## src/rtl/uart_led_cmd_ctrl_pkg.sv

```systemverilog
// Shared constants and bundle types for the UART LED command sequencer.
// Frame layout: HDR, CMD, VAL, CHK with CHK = CMD ^ VAL.
package uart_led_cmd_ctrl_pkg;

  localparam logic [7:0] HDR_BYTE = 8'hA5;

  localparam logic [7:0] CMD_CLR = 8'h00;
  localparam logic [7:0] CMD_R   = 8'h01;
  localparam logic [7:0] CMD_G   = 8'h02;
  localparam logic [7:0] CMD_B   = 8'h03;
  localparam logic [7:0] CMD_ALL = 8'h04;

  typedef enum logic [1:0] {
    S_IDLE = 2'd0,
    S_CMD  = 2'd1,
    S_VAL  = 2'd2,
    S_CHK  = 2'd3
  } state_t;

  typedef struct packed {
    logic [7:0] r;
    logic [7:0] g;
    logic [7:0] b;
  } duty_t;

  typedef struct packed {
    logic [7:0] cmd;
    logic [7:0] val;
  } payload_t;

endpackage

```

## src/rtl/uart_led_cmd_ctrl_frame_timer.sv

```systemverilog
// Inter-byte idle timer; expire pulses when the idle budget runs out.
// clear has priority over run, so a byte on the last cycle wins.
module uart_led_cmd_ctrl_frame_timer #(
  parameter int CNT_W          = 15,
  parameter int TIMEOUT_CYCLES = 24000
) (
  input  logic clk,
  input  logic rst_n,
  input  logic clear,
  input  logic run,
  output logic expire
);

  localparam logic [CNT_W-1:0] LAST = CNT_W'(TIMEOUT_CYCLES - 1);

  logic [CNT_W-1:0] count;

  always_ff @(posedge clk) begin
    if (!rst_n) begin
      count <= '0;
    end else if (clear) begin
      count <= '0;
    end else if (run && count != LAST) begin
      count <= count + CNT_W'(1);
    end
  end

  assign expire = run && !clear && (count == LAST);

endmodule

```

## src/rtl/uart_led_cmd_ctrl.sv

```systemverilog
// Assembles 4-byte command frames from uart_rx and drives RGB duty registers.
// Reports per-frame ok/err strobes and a saturating error count.
module uart_led_cmd_ctrl
  import uart_led_cmd_ctrl_pkg::*;
#(
  parameter int CLOCK_FREQ     = 12000000,
  parameter int TIMEOUT_CYCLES = CLOCK_FREQ / 500,
  parameter int CNT_W          = 15
) (
  input  logic       clk,
  input  logic       rst_n,
  input  logic [7:0] rx_data,
  input  logic       rx_done,
  output logic [7:0] duty_r,
  output logic [7:0] duty_g,
  output logic [7:0] duty_b,
  output logic       frame_ok,
  output logic       frame_err,
  output logic [7:0] err_count,
  output logic       busy
);

  state_t   state, state_n;
  payload_t pay_q, pay_n;
  duty_t    duty_q, duty_n;
  logic     ok_n, err_n;
  logic     tmr_clear, tmr_run, expire;

  assign tmr_clear = rx_done || (state == S_IDLE);
  assign tmr_run   = (state != S_IDLE);

  uart_led_cmd_ctrl_frame_timer #(
    .CNT_W         (CNT_W),
    .TIMEOUT_CYCLES(TIMEOUT_CYCLES)
  ) u_timer (
    .clk   (clk),
    .rst_n (rst_n),
    .clear (tmr_clear),
    .run   (tmr_run),
    .expire(expire)
  );

  always_comb begin
    state_n = state;
    pay_n   = pay_q;
    duty_n  = duty_q;
    ok_n    = 1'b0;
    err_n   = 1'b0;
    if (expire) begin
      state_n = S_IDLE;
      err_n   = 1'b1;
    end else if (rx_done) begin
      unique case (state)
        S_IDLE: begin
          if (rx_data == HDR_BYTE) state_n = S_CMD;
        end
        S_CMD: begin
          pay_n.cmd = rx_data;
          state_n   = S_VAL;
        end
        S_VAL: begin
          pay_n.val = rx_data;
          state_n   = S_CHK;
        end
        S_CHK: begin
          state_n = S_IDLE;
          if (rx_data != (pay_q.cmd ^ pay_q.val)) begin
            err_n = 1'b1;
          end else begin
            ok_n = 1'b1;
            case (pay_q.cmd)
              CMD_CLR: duty_n   = '0;
              CMD_R:   duty_n.r = pay_q.val;
              CMD_G:   duty_n.g = pay_q.val;
              CMD_B:   duty_n.b = pay_q.val;
              CMD_ALL: duty_n   = {3{pay_q.val}};
              default: begin
                ok_n  = 1'b0;
                err_n = 1'b1;
              end
            endcase
          end
        end
        default: state_n = S_IDLE;
      endcase
    end
  end

  always_ff @(posedge clk) begin
    if (!rst_n) begin
      state     <= S_IDLE;
      pay_q     <= '0;
      duty_q    <= '0;
      frame_ok  <= 1'b0;
      frame_err <= 1'b0;
      err_count <= '0;
    end else begin
      state     <= state_n;
      pay_q     <= pay_n;
      duty_q    <= duty_n;
      frame_ok  <= ok_n;
      frame_err <= err_n;
      if (err_n && err_count != 8'hFF) begin
        err_count <= err_count + 8'd1;
      end
    end
  end

  assign duty_r = duty_q.r;
  assign duty_g = duty_q.g;
  assign duty_b = duty_q.b;
  assign busy   = (state != S_IDLE);

endmodule

```

## config.mk

```make
export PLATFORM = sky130hd
export DESIGN_NAME = uart_led_cmd_ctrl
export DESIGN_NICKNAME = d
export VERILOG_FILES = /design/src/rtl/uart_led_cmd_ctrl_pkg.sv /design/src/rtl/uart_led_cmd_ctrl_frame_timer.sv /design/src/rtl/uart_led_cmd_ctrl.sv
export SDC_FILE = /design/constraint.sdc
export NUM_CORES = 1
export LEC_CHECK = 0
export CORE_MARGIN = 2
export CORE_UTILIZATION = 50
export DETAILED_ROUTE_END_ITERATION = 7
export MAX_ROUTING_LAYER = met4
export PLACE_DENSITY = 0.75
export SLEW_MARGIN = 15
export SYNTH_ARGS = -nofsm -noshare
export SYNTH_HDL_FRONTEND = slang
export SYNTH_SLANG_ARGS = --single-unit
```

## constraint.sdc

```tcl
create_clock -name clk -period 3.6 [get_ports clk]
set_clock_uncertainty 0.05 [all_clocks]
set_input_delay 0.72 -clock clk [delete_from_list [all_inputs] [get_ports clk]]
set_output_delay 0.72 -clock clk [all_outputs]
set_load 0.02 [all_outputs]
```

# Word level (Yosys, flattened, before mapping)
# Cells that the tools add are included.
# totals
reg_bits	67
input_bits	11
out_inout_bits	35
wordCells	67
# classes
n_addsub	2
eq_ne	13
n_mux	11
bitwise_logic	6
reduce_logical	25
# ops
op	n
8-bit case mux with 2 select lines	3
8-bit by 2-bit == test with 1-bit output, second input constant	2
15-bit by 1-bit adder with 15-bit output, second input constant	1
15-bit == test, second input constant	1
15-bit != test, second input constant	1
5-bit AND reduction	3
2-bit OR reduction	5
5-bit OR reduction	2
8-bit by 1-bit adder with 8-bit output, second input constant	1
8-bit by 1-bit == test with 1-bit output, second input constant	1
8-bit by 3-bit == test with 1-bit output, second input constant	1
8-bit == test, second input constant	1
8-bit logical NOT	1
8-bit != test	1
8-bit != test, second input constant	1
2-bit case mux with 4 select lines	1
2-bit nonzero test	4
8-bit bitwise XOR	1
1-bit two-way mux	6
3-bit AND reduction	2
1-bit inverter	5
2-bit == test, second input constant	2
1-bit logical AND	4
2-bit by 1-bit == test with 1-bit output, second input constant	1
6 further kinds	6

# Logic depth before layout (Yosys ltp)
# Gate-level depths: netlist (run 1).
# depth
ltp_word	8
mapped_depth	8
ltp_nobuf	7

# Hierarchy
# From an unflattened synthesis (run 1), not the netlist that was laid out.
# unflattened
cells_unflattened	328
area_unflattened_um2	3166.8
# by_module_without_submodules
mod	n_inst	cells_each	area_per_inst_um2	seq_area_each_um2
uart_led_cmd_ctrl	1	236	2361.0	1041.0
uart_led_cmd_ctrl_frame_timer	1	92	805.8	300.3

# Worst setup path after synthesis (run 1)
# OpenSTA, ideal clock, no wires.
# synth_timing
kind	input port to flip-flop
from	input port rx_data[4]
to	register err_count[7]
setup_ns	0.072
arrival_ns	2.149
required_time_ns	3.478
slack_ns	1.329
path_stages	7
n_path_buf	1
path_cell_list	xnor3_2 > and4_1 > a41oi_2 > o21ai_1 > buf_2 > nor4_1 > mux2i_1
# synth_via
elab_chain_cells	6
# synth_rtl
element	line_no	rtl
from (decl)	uart_led_cmd_ctrl.sv:12	input logic [7:0] rx_data,
8-bit != test	uart_led_cmd_ctrl.sv:67	if (rx_data != (pay_q.cmd ^ pay_q.val)) begin
1-bit two-way mux	uart_led_cmd_ctrl.sv:67	
1-bit two-way mux	uart_led_cmd_ctrl.sv:53	unique case (state)
1-bit two-way mux	uart_led_cmd_ctrl.sv:52	end else if (rx_done) begin
1-bit two-way mux	uart_led_cmd_ctrl.sv:49	if (expire) begin
1-bit logical AND	uart_led_cmd_ctrl.sv:103	if (err_n && err_count != 8'hFF) begin
to (signal assigned)	uart_led_cmd_ctrl.sv:104	err_count <= err_count + 8'd1;
to (decl)	uart_led_cmd_ctrl.sv:19	output logic [7:0] err_count,
# No other way between the ends.
# A chain may end at the register's enable or synchronous reset.

# Worst setup path in the final report (run 1)
# layout_timing
from	input port rx_data[2]
to	register err_count[1]
# The elaborated chain is that of the path after synthesis.

==> impl_results.md, run 1 <==
- Status: finished, final reports clean
- # clock sinks: 67
- Layout Nets: 362
- Distinct cells, synth: 48
- Pins over their slew limit: 0
- Die width: 80.52 um
- Vias: 2,344
- Clk root buf: clkbuf_8
- Clock Latency Late Sink: 0.34 ns
- Core area: 5574 um2
- GR Layer Usage met2: 0.3408
- Post-Layout Cell Count: 422
- Max clock buf depth: 2
- Final Setup Violations: 0
- Residual DRC: 0
- Mapped Cells: 295
- RSZ-0062 raised after global routing: false
- Tightest Pin Transition: 0.6917 ns
- Synthesized cell area: 2928 um2
- Largest cells by area after synthesis: dfxtp_1, a22o_1, a21oi_1
- Total track usage: 0.2182
- Final antenna-violating net count: 0
- Detailed placer's ending HPWL: 4311 um
- Largest net degree at the start of global routing: 22
- Worst setup margin: 0.7852 ns
- Final clock period utilization by the worst path: 0.7819
- Yosys warns: 0
- CP Buf/Inv Count: 1
- Worst setup SP type: input port
- Starting density of the core: 0.5253
- GRT Residual Overflow: 0
- P_leak: 1.320 nW
- Routed WL: 6097 um
- Top cell type by total area after synthesis: dfxtp_1
- Pwr per Cell Area: 373.6 nW/um2
- Ant diodes: 0
- Gpl congestion: 0.8155
- Global Route met1 Usage: 0.2773
- Initial antenna violation count: 0
- Register area share after synthesis: 0.4581
- CP cell instances: clkdlybuf4s50_1 > xor3_1 > nor4_4 > a41oi_2 > o21ai_1 > mux2i_1 > nor2_1
- Count leader, synth: dfxtp_1
- Met3 usage: 0.03708
- Reg clk slew, reported paths: 0.07 ns
- Pre-CTS setup slack: 0.4382 ns
- Top delay family on crit path: compound AO/OA/AOI/OAI gates
- Max cap viols: 0
- CP required: 3.78 ns
- Post-route minimum period: 2.815 ns
- Hold bufs inserted after CTS: 0
- Post-synth top area share: 0.4581
- Worst VDD drop: 0.0001781 V
- Num rows: 27
- Postcts setup bufs: 0
- GRT busiest layer: met2
- Synth cell count leaders: dfxtp_1, nand2_1
- Total negative setup slack: 0 ns
- Worst hold path type: reg2reg
- CTS tree: yes
- Pre-Repair DR Iteration Count: 4
- Power Total: 1.354 mW
- Num CTS Buffers: 9
- Final Util: 0.6503
- Async set or reset register ratio after synthesis: 0
- Dpl cells: 406
- Largest stage delay, worst path: 0.58 ns
- Vias in the first global route: 2,257
- Synthesis-to-layout area growth: 23.80%
- Critical Path Fanout Max: 11
- Mapped Nets: 312
- Layout cells sized above 1: 0.08857
- Fin. Hold Viols: 0
- Post-CTS Resized: 0
- Die Footprint: 6483 um2
- Ys flop type: dfxtp_1
- First-pass GRT wire length: 10,600 um
- CP Class: in2reg
- CP max stage cell: clkdlybuf4s50_1
- Port bufs: 45
- Post-synth EDFFs: 0
- FILL cells: 478
- #FFs+latches synth: 67
- Overall die height: 80.52 um
- Vias per cell: 5.555
- Critical path endpoint category: register
- Drt initial violations: 118
- Avg WL per Cell: 14.45 um
- # IOs: 46
- Syn avg cell area: 9.925 um2
- Max Fclk: 355.3 MHz
- Slew headroom: 0.5358
- H-tree depth: 3
- Crit path arrival time: 2.99 ns
-- final timing paths --
| kind | from | to | slack (ns) | depth (start not counted) |
|---|---|---|---|---|
| max reg2reg | pay_q[9] | err_count[5] | 1.07 | 6 |
| max | rx_data[2] | err_count[1] | 0.79 | 7 |
| min reg2reg | duty_r[3] | duty_r[3] | 0.43 | 1 |
| min | duty_r[3] | duty_r[3] | 0.43 | 1 |
-- layout by cell type, fill, tap and decap left out, types with 5 or more instances in the layout --
cell type and n:
dfxtp_1 67, clkdlybuf4s50_1 45, nand2_1 31, nand3_1 24, a21oi_1 24, nor2_1 24, a22o_1 24, xor2_1 13
clkbuf_8 11, ha_1 6, buf_4 6, inv_1 5, xnor2_1 5
-- state kept, by name, summed over array words and instances (netlist names) --
signal and flops:
duty_r 8, u_timer.count 15, duty_b 8, state 2
duty_g 8, frame_ok 1, err_count 8, pay_q 16
frame_err 1
-- cells by family (layout without fill, tap and decap cells) --
logic type      count (synthesis)  count (layout)  share of synthesized area
xor+xnor                       25              25                     0.1094
buf+inv                        18              73                    0.03119
simple gates                  114             114                     0.2141
fa+ha+maj                       6               6                    0.02564
compound gates                 61              61                     0.1479
flops                          67              67                     0.4581
mux                             4               4                    0.01368
-- final cells by class --
cell class              instances  area [um2]  share of cell area
flip-flops and latches         67        1341              0.3700
clock buffers                  12       155.1             0.04280
repair buffers                 51       495.5              0.1367
inverters                       6       22.52            0.006213
multi-input cells             210        1495              0.4125
well taps                      72       90.09             0.02485
clock inverters                 4       25.02            0.006904
-- metal layers --
layer,up-vias,share of wire
met5,-,0
met4,0,0.0071
met3,4,0.052
met2,76,0.47
met1,1104,0.47
li1,1160,-
-- where the power goes --
part	switching [mW]	total [mW]	internal [mW]
Sequential	0.000360	0.741	0.741
Clock	0.275	0.560	0.285
Combinational	0.0271	0.0524	0.0253
Total	0.303	1.35	1.05
-- through the flow --
stage / hold WS, ns / cell area (um2)
finish: 0.4264 / 3625
global route: 0.4415 / 3625
floorplan: 0.4054 / 2928
CTS: 0.4316 / 3625
global placement: 0.4119 / 3445
detailed placement: 0.4160 / 3445
Power figures use the tool's default switching activity.
==> run 2: changes to the inputs <==
==> constraint.sdc (replaced) <==
create_clock -name clk -period 2.95 [get_ports clk]
set_clock_uncertainty 0.05 [all_clocks]
set_input_delay 0.59 -clock clk [delete_from_list [all_inputs] [get_ports clk]]
set_output_delay 0.59 -clock clk [all_outputs]
set_load 0.02 [all_outputs]
==> run 2 against run 1 <==
Wire length is 3.2% higher. Combinational power is 31% higher. Final cell count rose by 1.2%. Count of clock-buffer cells in the layout down 1.
==> impl_results.md, run 2 (same netlist as run 1, synthesis figures left out) <==
- CP Buf/Inv Count: 1 (unchanged)
- Sw Ratio: 0.2336 (was 0.2234)
- Gpl congestion: 0.8328 (was 0.8155)
- H-tree depth: 3 (unchanged)
- Pre-Repair DR Iteration Count: 4 (unchanged)
- # clock sinks: 67 (unchanged)
- Crit path arrival time: 2.80 ns (was 2.99 ns)
- Final antenna-violating net count: 0 (unchanged)
- Total negative setup slack: 0 ns (unchanged)
- Die Footprint: 6483 um2 (unchanged)
- Hold bufs inserted after CTS: 0 (unchanged)
- Layout cells sized above 1: 0.1042 (was 0.08857)
- Total track usage: 0.2181 (was 0.2182)
- Fin. Hold Viols: 0 (unchanged)
- Ant diodes: 0 (unchanged)
- Post-route minimum period: 2.595 ns
- Post-Layout Cell Count: 427 (was 422)
- Layout Nets: 367 (was 362)
- Num rows: 27 (unchanged)
- Largest Register: pay_q (unchanged)
- Avg WL per Cell: 14.74 um (was 14.45 um)
- Drt initial violations: 166 (was 118)
- Largest regs: pay_q x16, u_timer.count x15 (unchanged)
- Clock Latency Late Sink: 0.35 ns (was 0.34 ns)
- Reg clk slew, reported paths: 0.07 ns (about the same)
- CP required: 3.16 ns (was 3.78 ns)
- Detailed placer's ending HPWL: 4535 um (was 4311 um)
- Critical Path Fanout Max: 10 (was 11)
- Largest net degree at the start of global routing: 21 (was 22)
- Slew headroom: 0.4981 (was 0.5358)
- CTS tree: yes (unchanged)
- Critical path endpoint category: register (unchanged)
- RSZ-0062 raised after global routing: false (unchanged)
- Postcts setup bufs: 0 (unchanged)
- Flop pwr share: 0.537 (was 0.547)
- Tightest Pin Transition: 0.7427 ns (was 0.6917 ns)
- Vias: 2,363 (was 2,344)
- Routed WL: 6292 um (was 6097 um)
- Top delay family on crit path: simple AND/OR/NAND/NOR gates (was compound AO/OA/AOI/OAI gates)
- Most common cell after layout, fill and taps aside: dfxtp_1 (unchanged)
- Final Setup Violations: 0 (unchanged)
- Worst VDD drop: 0.0002931 V (was 0.0001781 V)
- Initial antenna violation count: 0 (unchanged)
- CP max stage cell: or4_1 (was clkdlybuf4s50_1)
- Max FFs per register: 16 (unchanged)
- # IOs: 46 (unchanged)
- Post-CTS Resized: 0 (unchanged)
- Pins over their slew limit: 0 (unchanged)
- Max Fclk: 385.4 MHz
- Port bufs: 45 (unchanged)
- Status: finished, final reports clean (unchanged)
- Max cap viols: 0 (unchanged)
- Final clock period utilization by the worst path: 0.8796
- Final Util: 0.6586 (was 0.6503)
- Int Pwr: 1.290 mW (was 1.052 mW)
- Clk root buf: clkbuf_8 (unchanged)
- NetSw: 393.2 uW (was 302.5 uW)
- Clk pwr share: 0.422 (was 0.414)
- Overall die height: 80.52 um (unchanged)
- First-pass GRT wire length: 10,630 um (was 10,600 um)
- GRT Residual Overflow: 0 (unchanged)
- CP Class: in2reg (unchanged)
- Largest stage delay, worst path: 0.57 ns (was 0.58 ns)
- CP cell instances: clkdlybuf4s50_1 > xnor3_2 > and4_1 > a41oi_2 > o21ai_1 > or4_1 > a21oi_1 (was clkdlybuf4s50_1 > xor3_1 > nor4_4 > a41oi_2 > o21ai_1 > mux2i_1 > nor2_1)
- Die width: 80.52 um (unchanged)
- Worst hold path type: reg2reg (unchanged)
- Worst setup SP type: input port (unchanged)
- Pwr per Cell Area: 458.5 nW/um2 (was 373.6 nW/um2)
- Core area: 5574 um2 (unchanged)
- Vias per cell: 5.534 (was 5.555)
- Num CTS Buffers: 9 (unchanged)
- Vias in the first global route: 2,294 (was 2,257)
- Synthesis-to-layout area growth: 25.38% (was 23.80%)
- Max clock buf depth: 2 (unchanged)
- Most frequent cells in the layout: dfxtp_1, clkdlybuf4s50_1, nand2_1 (unchanged)
- Dpl cells: 411 (was 406)
- P_leak: 1.347 nW (was 1.320 nW)
- Power share of the combinational group: 0.041 (was 0.039)
- Starting density of the core: 0.5253 (unchanged)
- Residual DRC: 0 (unchanged)
[run 2: worst register-to-register path, cell delays in order (launching register included)]
cell	delay, ns
dfxtp_1	0.58
xnor3_1	0.50
and4_1	0.23
a41oi_2	0.19
o21ai_1	0.24
or4_1	0.57
a21oi_1	0.15
[run 2: final timing paths]
| path | start | to | slack [ns] | cells past startpoint |
|---|---|---|---|---|
| setup reg to reg | pay_q[9] | err_count[5] | 0.37 | 6 |
| hold reg to reg | duty_b[1] | duty_b[1] | 0.43 | 1 |
| hold / removal | duty_b[1] | duty_b[1] | 0.43 | 1 |
| setup / recovery | rx_data[4] | err_count[5] | 0.36 | 7 |
[run 2: through the flow]
step | setup slack [ns] | total power [mW] | hold WS (ns) | area [um2]
floorplan | 0.8089 | 0.9577 | 0.4054 | 2928
global placement | 0.05081 | 0.9931 | 0.4113 | 3482
detailed placement | 0.01155 | 0.9937 | 0.4192 | 3482
CTS | 0.3662 | 1.691 | 0.4364 | 3671
global route | 0.1132 | 1.739 | 0.4468 | 3671
finish | 0.3553 | 1.683 | 0.4300 | 3671
[run 2: metal layers]
metal | global-route usage | share of wire | up-vias
met4 | 0.08983 | 0.017 | 0
met5 | - | 0 | -
met2 | 0.3533 | 0.48 | 59
met3 | 0.04719 | 0.040 | 11
met1 | 0.2643 | 0.47 | 1126
li1 | - | - | 1167
[run 2: cell type report]
cell class              count  area [um2]
fillers                   490        1903
repair buffers             56       533.0
multi-input cells         210        1495
clock inverters             5       37.54
flip-flops and latches     67        1341
inverters                   6       22.52
well taps                  72       90.09
clock buffers              11       151.4
[run 2: power by group through the flow]
stage	Sequential, mW	Combinational [mW]	Clock (mW)
after global placement	0.925	0.0676	0
final	0.904	0.0689	0.710
after detailed placement	0.925	0.0682	0
after floorplan	0.925	0.0325	0
after CTS	0.904	0.0685	0.718
after global routing	0.904	0.0733	0.762
==> run 3: changes to the inputs <==
--- a/config.mk
+++ b/config.mk
@@ -14,3 +14,4 @@
 export SYNTH_ARGS = -nofsm -noshare
 export SYNTH_HDL_FRONTEND = slang
 export SYNTH_SLANG_ARGS = --single-unit
+export TNS_END_PERCENT = 20
==> results of run 3 <==
No change in the layout: final DEF, timing and power equal those of run 2.
